**config.mk**
```make
export PLATFORM = sky130hd
export DESIGN_NAME = rr_mux4_arbiter
export DESIGN_NICKNAME = d
export VERILOG_FILES = /design/src/rtl/rr_mux4_arbiter.sv
export SDC_FILE = /design/constraint.sdc
export NUM_CORES = 1
export LEC_CHECK = 0
export ABC_CLOCK_PERIOD_IN_PS = 2400
export BUFFER_PORTS_ARGS = -buffer_cell sky130_fd_sc_hd__buf_2
export CORE_MARGIN = 10
export CORE_UTILIZATION = 40
export DETAILED_ROUTE_END_ITERATION = 12
export PLACE_DENSITY = 0.65
export SKIP_LAST_GASP = 1
export SYNTH_ARGS = -nofsm -noshare
export SYNTH_HDL_FRONTEND = slang
export SYNTH_SLANG_ARGS = --single-unit
```
**constraint.sdc**
```tcl
create_clock -name clk -period 2.4 [get_ports clk]
set_input_delay 0.48 -clock clk [delete_from_list [all_inputs] [get_ports clk]]
set_output_delay 0.48 -clock clk [all_outputs]
set_load 0.05 [all_outputs]
```
**src/rtl/rr_mux4_arbiter.sv**
```systemverilog
// Round-robin arbiter for four requesters feeding a registered 4:1 data path.
// One source owns the output bus at a time. The owner is rotated after HOLD_MAX
// transfers, or as soon as its request drops. The next owner is chosen on the
// same edge, so the bus never sits idle between grants.
module rr_mux4_arbiter #(
  parameter int W        = 4,
  parameter int HOLD_MAX = 4
) (
  input  logic         clk,
  input  logic         rst_n,
  input  logic [3:0]   req,
  input  logic [W-1:0] I0,
  input  logic [W-1:0] I1,
  input  logic [W-1:0] I2,
  input  logic [W-1:0] I3,
  input  logic         rdy,
  output logic [3:0]   gnt,
  output logic [1:0]   CD,
  output logic [W-1:0] F,
  output logic         F_valid,
  output logic         busy
);

  localparam int CW = $clog2(HOLD_MAX + 1);

  typedef enum logic {ST_IDLE = 1'b0, ST_OWN = 1'b1} state_t;

  state_t         r_state, w_state_nx;
  logic [3:0]     r_gnt, w_gnt_nx;
  logic [1:0]     r_cd, w_cd_nx;
  logic [1:0]     r_ptr, w_ptr_nx;
  logic [CW-1:0]  r_cnt, w_cnt_nx;
  logic [W-1:0]   r_f, w_f_nx;
  logic           r_fv, w_fv_nx;

  logic [W-1:0]   w_sel;
  logic [CW-1:0]  w_cnt_inc;
  logic [1:0]     w_ptr_rel;
  logic [2:0]     w_pick_idle;
  logic [2:0]     w_pick_rel;

  // First set request in the order p, p+1, p+2, p+3 (mod 4).
  // The result is {found, index}.
  function automatic logic [2:0] f_pick(input logic [1:0] p, input logic [3:0] r);
    logic [2:0] res;
    logic [1:0] idx;
    res = '0;
    // Scan from the farthest slot back to p, so the nearest hit wins.
    for (int k = 3; k >= 0; k--) begin
      idx = p + 2'(k);
      if (r[idx]) res = {1'b1, idx};
    end
    return res;
  endfunction

  assign w_cnt_inc   = r_cnt + CW'(1);
  assign w_ptr_rel   = r_cd + 2'd1;
  assign w_pick_idle = f_pick(r_ptr, req);
  assign w_pick_rel  = f_pick(w_ptr_rel, req);

  // 4:1 data select driven by the registered grant index
  always_comb begin
    w_sel = I0;
    case (r_cd)
      2'd0: w_sel = I0;
      2'd1: w_sel = I1;
      2'd2: w_sel = I2;
      2'd3: w_sel = I3;
      default: w_sel = I0;
    endcase
  end

  // Next-state, arbitration and transfer decision
  always_comb begin
    logic rel;
    w_state_nx = r_state;
    w_gnt_nx   = r_gnt;
    w_cd_nx    = r_cd;
    w_ptr_nx   = r_ptr;
    w_cnt_nx   = r_cnt;
    w_f_nx     = r_f;
    w_fv_nx    = 1'b0;
    rel        = 1'b0;
    case (r_state)
      ST_IDLE: begin
        if (w_pick_idle[2]) begin
          w_state_nx = ST_OWN;
          w_cd_nx    = w_pick_idle[1:0];
          w_gnt_nx   = 4'b0001 << w_pick_idle[1:0];
          w_cnt_nx   = '0;
        end
      end
      ST_OWN: begin
        if (req[r_cd]) begin
          if (rdy) begin
            w_f_nx   = w_sel;
            w_fv_nx  = 1'b1;
            w_cnt_nx = w_cnt_inc;
            rel      = (w_cnt_inc == CW'(HOLD_MAX));
          end
        end else begin
          rel = 1'b1;
        end
        // Release: move priority past the current owner and re-arbitrate now.
        // The current owner can win again if it is the only requester.
        if (rel) begin
          w_ptr_nx = w_ptr_rel;
          w_cnt_nx = '0;
          if (w_pick_rel[2]) begin
            w_cd_nx  = w_pick_rel[1:0];
            w_gnt_nx = 4'b0001 << w_pick_rel[1:0];
          end else begin
            w_state_nx = ST_IDLE;
            w_gnt_nx   = 4'b0000;
          end
        end
      end
      default: w_state_nx = ST_IDLE;
    endcase
  end

  // State and output registers, cleared asynchronously
  always_ff @(posedge clk or negedge rst_n) begin
    if (!rst_n) begin
      r_state <= ST_IDLE;
      r_gnt   <= 4'b0000;
      r_cd    <= 2'd0;
      r_ptr   <= 2'd0;
      r_cnt   <= '0;
      r_f     <= '0;
      r_fv    <= 1'b0;
    end else begin
      r_state <= w_state_nx;
      r_gnt   <= w_gnt_nx;
      r_cd    <= w_cd_nx;
      r_ptr   <= w_ptr_nx;
      r_cnt   <= w_cnt_nx;
      r_f     <= w_f_nx;
      r_fv    <= w_fv_nx;
    end
  end

  assign gnt     = r_gnt;
  assign CD      = r_cd;
  assign F       = r_f;
  assign F_valid = r_fv;
  assign busy    = (r_state == ST_OWN);

endmodule

```
==> run_results.csv <==
group,metric,value,unit
die,die_x,72.5,um
timing,period_needed,2.11,ns
timing,hold_viol,0,
power_and_ir_drop,comb_power_share,0.637,
die,die-area,5260,um^2
route,drc_errors,0,
clocking,clk_pin_slew,0.10,ns
die,core,2540,um^2
clocking,cts-buffers-inserted,3,
synthesis,ys_seq_area_frac,0.385,
synthesis,synth_enable_flop_cells,0,
cells_and_area,fin_cells,181,
route,totalWireLength,2720,um
global_routing,antenna_found_initial,0,
power_and_ir_drop,clockPowerShare,0.086,
setup_path,critPathBufInv,1,
placement,gp_congestion,0.745,
die,initial_utilization,0.434,
route,drtPass1Iterations,5,
route,via_count,984,
synthesis,synth_most_common_cell,"dfrtp_1",
synthesis,synth_nets,145,
setup_path,critical_path.max_fanout,7,
route,drtIter0Drc,62,
cells_and_area,drive_above_1_share,0.331,
power_and_ir_drop,pwr-share-seq,0.277,
setup_path,crit_arrival,2.28,ns
setup_path,path_cells,"inv_1 -> ha_1 -> nor2b_1 -> o21ai_0 -> nand3_1 -> a32o_1 -> mux2_4",
setup_path,cpLargestDelayFamily,"flip-flops",
synthesis,synth_top_area_frac,0.385,
timing,clock_skew,0.00111,ns
synthesis,synth.distinct_cells,39,
clocking,cts-root-buf,"clkbuf_4",
timing,fmax,475,MHz
timing,holdWs,0.0965,ns
power_and_ir_drop,powerDensity,1320,nW/um^2
global_routing,grt_pass1_vias,1046,
route,vias_per_cell,5.44,
cells_and_area,antennaDiodeCount,0,
timing,tightest_slew,0.426,ns
synthesis,synth_area_per_cell,9.51,um^2
global_routing,grt-ovfl-total,0,
timing,slew_headroom,0.716,
clocking,clk_latency,0.28,ns
die,die_height,72.5,um
power_and_ir_drop,total_power,1.74,mW
timing,finalSetupViolations,0,
clocking,clockBufferDepth,2,
synthesis,ys_seq_elements,17,
placement,dpl_worst_slack,0.319,ns
global_routing,grt_first_pass_wirelength,4660,um
power_and_ir_drop,power_switching_share,0.495,
die,placementRows,18,
timing,fin_ws,0.293,ns
setup_path,critPathKind,"reg -> reg",
global_routing,gr-usage-all-layers,0.106,
synthesis,synth_async_sr_flop_share,1.00,
clocking,cts_tree,"done",
synthesis,synth_area,1100,um^2
status,outcome,"finished, final reports clean",
cells_and_area,finalInstanceArea,1320,um^2
job,cap_violations,0,
clocking,ctsHoldBuffers,0,
clocking,cts.sink_count,17,
synthesis,synth_warnings,0,
timing,rsz0062_at_grt,"false",
cells_and_area,fin_util,0.518,
setup_path,r2r_cells,7,
setup_path,cp_slowest_cell,"dfrtp_1",
setup_path,cp-end-kind,"register",
timing,layout_worst_path_cycle_share,0.878,
die,io_pins,35,
clocking,cts_resized,0,
clocking,post_cts_buffers,0,
global_routing,grt_max_degree,18,
setup_path,start_kind,"register",
synthesis,synth_ff_type,"dfrtp_1",
power_and_ir_drop,switching_power,0.861,mW
power_and_ir_drop,power.internal,0.877,mW
timing,drv_slew,0,
synthesis,synth_area_leaders,"dfrtp_1, ha_1, a21oi_1, a222oi_1, nor2_1",
setup_path,slowest_delay,0.48,ns
cells_and_area,area_growth,19.5,%
clocking,h-tree-depth,1,
cells_and_area,fin_nets,181,
synthesis,syn_inst,116,
placement,dpl_cell_area,1290,um^2
hold_path,hp-class,"in -> async",
placement,numPortBuffers,34,
placement,dp_cells,177,
placement,post-dp-hpwl,2200,um
power_and_ir_drop,leakagePower,0.661,nW
route,wl_per_cell,15.0,um
setup_path,required,2.57,ns
power_and_ir_drop,vdd_ir_drop_max,0.000701,V
synthesis,netlist_top_cells_count,"dfrtp_1, a21oi_1, nor2_1, nand2_1",
synthesis,yosysTopAreaCell,"dfrtp_1",
route,ant_nets,0,
setup_path,worstSetupPathDepth,7,
timing,finalSetupTns,0,ns
## cells in the final DEF (no fill, tap or decap), types with 2 or more instances in the layout
| cell type | netlist | final |
|---|---|---|
| buf_2 | 0 | 34 |
| dfrtp_1 | 17 | 17 |
| a21oi_1 | 11 | 11 |
| nor2_1 | 10 | 10 |
| nand2_1 | 8 | 8 |
| inv_1 | 7 | 7 |
| o21ai_0 | 7 | 7 |
| ha_1 | 6 | 6 |
| a222oi_1 | 4 | 4 |
| nand3_1 | 3 | 3 |
| o22ai_1 | 3 | 3 |
| nand2b_1 | 3 | 3 |
| mux2_1 | 3 | 3 |
| mux2_2 | 3 | 3 |
| clkbuf_4 | 0 | 3 |
| nor2_2 | 2 | 2 |
| nor2b_1 | 2 | 2 |
| a21o_1 | 2 | 2 |
| buf_4 | 0 | 2 |
## cell type report
class / instances / area (um^2)
clock buffers: 4 / 26.3
fillers: 249 / 1230
inverters: 7 / 26.3
multi-input cells: 87 / 618
flip-flops and latches: 17 / 425
well taps: 30 / 37.5
repair buffers: 36 / 185
## cell families (layout without fill, tap and decap cells)
| kind of cell | count (synthesis) | after routing | synth area share |
|---|---|---|---|
| and+or+nand+nor | 35 | 35 | 0.166 |
| AOI/OAI and AO/OA | 37 | 37 | 0.222 |
| adders and majority gates | 6 | 6 | 0.0680 |
| muxes | 9 | 9 | 0.104 |
| buffers and inverters | 12 | 47 | 0.0544 |
| DFF | 17 | 17 | 0.385 |
## sequential cells by signal (all words and copies together), names as in the netlist
name / flops
busy: 1
r_cnt: 3
F_valid: 1
F: 4
gnt: 4
CD: 2
r_ptr: 2
## power by group through the flow
stage / sequential, mW / combinational, mW / clock [mW]
after floorplan: 0.753 / 0.577 / 0
final: 0.481 / 1.11 / 0.149
after detailed placement: 0.486 / 1.11 / 0
after CTS: 0.482 / 1.11 / 0.154
after global placement: 0.483 / 1.08 / 0
after global routing: 0.498 / 1.22 / 0.161
## layer usage
metal,part of all wire,track usage,up-vias
li1,-,-,495
met1,0.44,0.125,461
met2,0.50,0.185,24
met3,0.047,0.0177,4
met4,0.015,0.0401,0
met5,0,0,-
## path summary, 6_finish.rpt
| path | from | endpoint | slack, ns |
|---|---|---|---|
| min in group clk | I0[3] | F[3] | 0.49 |
| worst max-delay path | CD[1] | gnt[0] | 0.29 |
| worst min-delay path | rst_n | F[3] | 0.1 |
| max in group asynchronous | rst_n | gnt[3] | 2.04 |
| worst max register to register | CD[1] | gnt[0] | 0.29 |
| worst min register to register | F[3] | F[3] | 0.49 |
(Power assumes the default switching activity.)
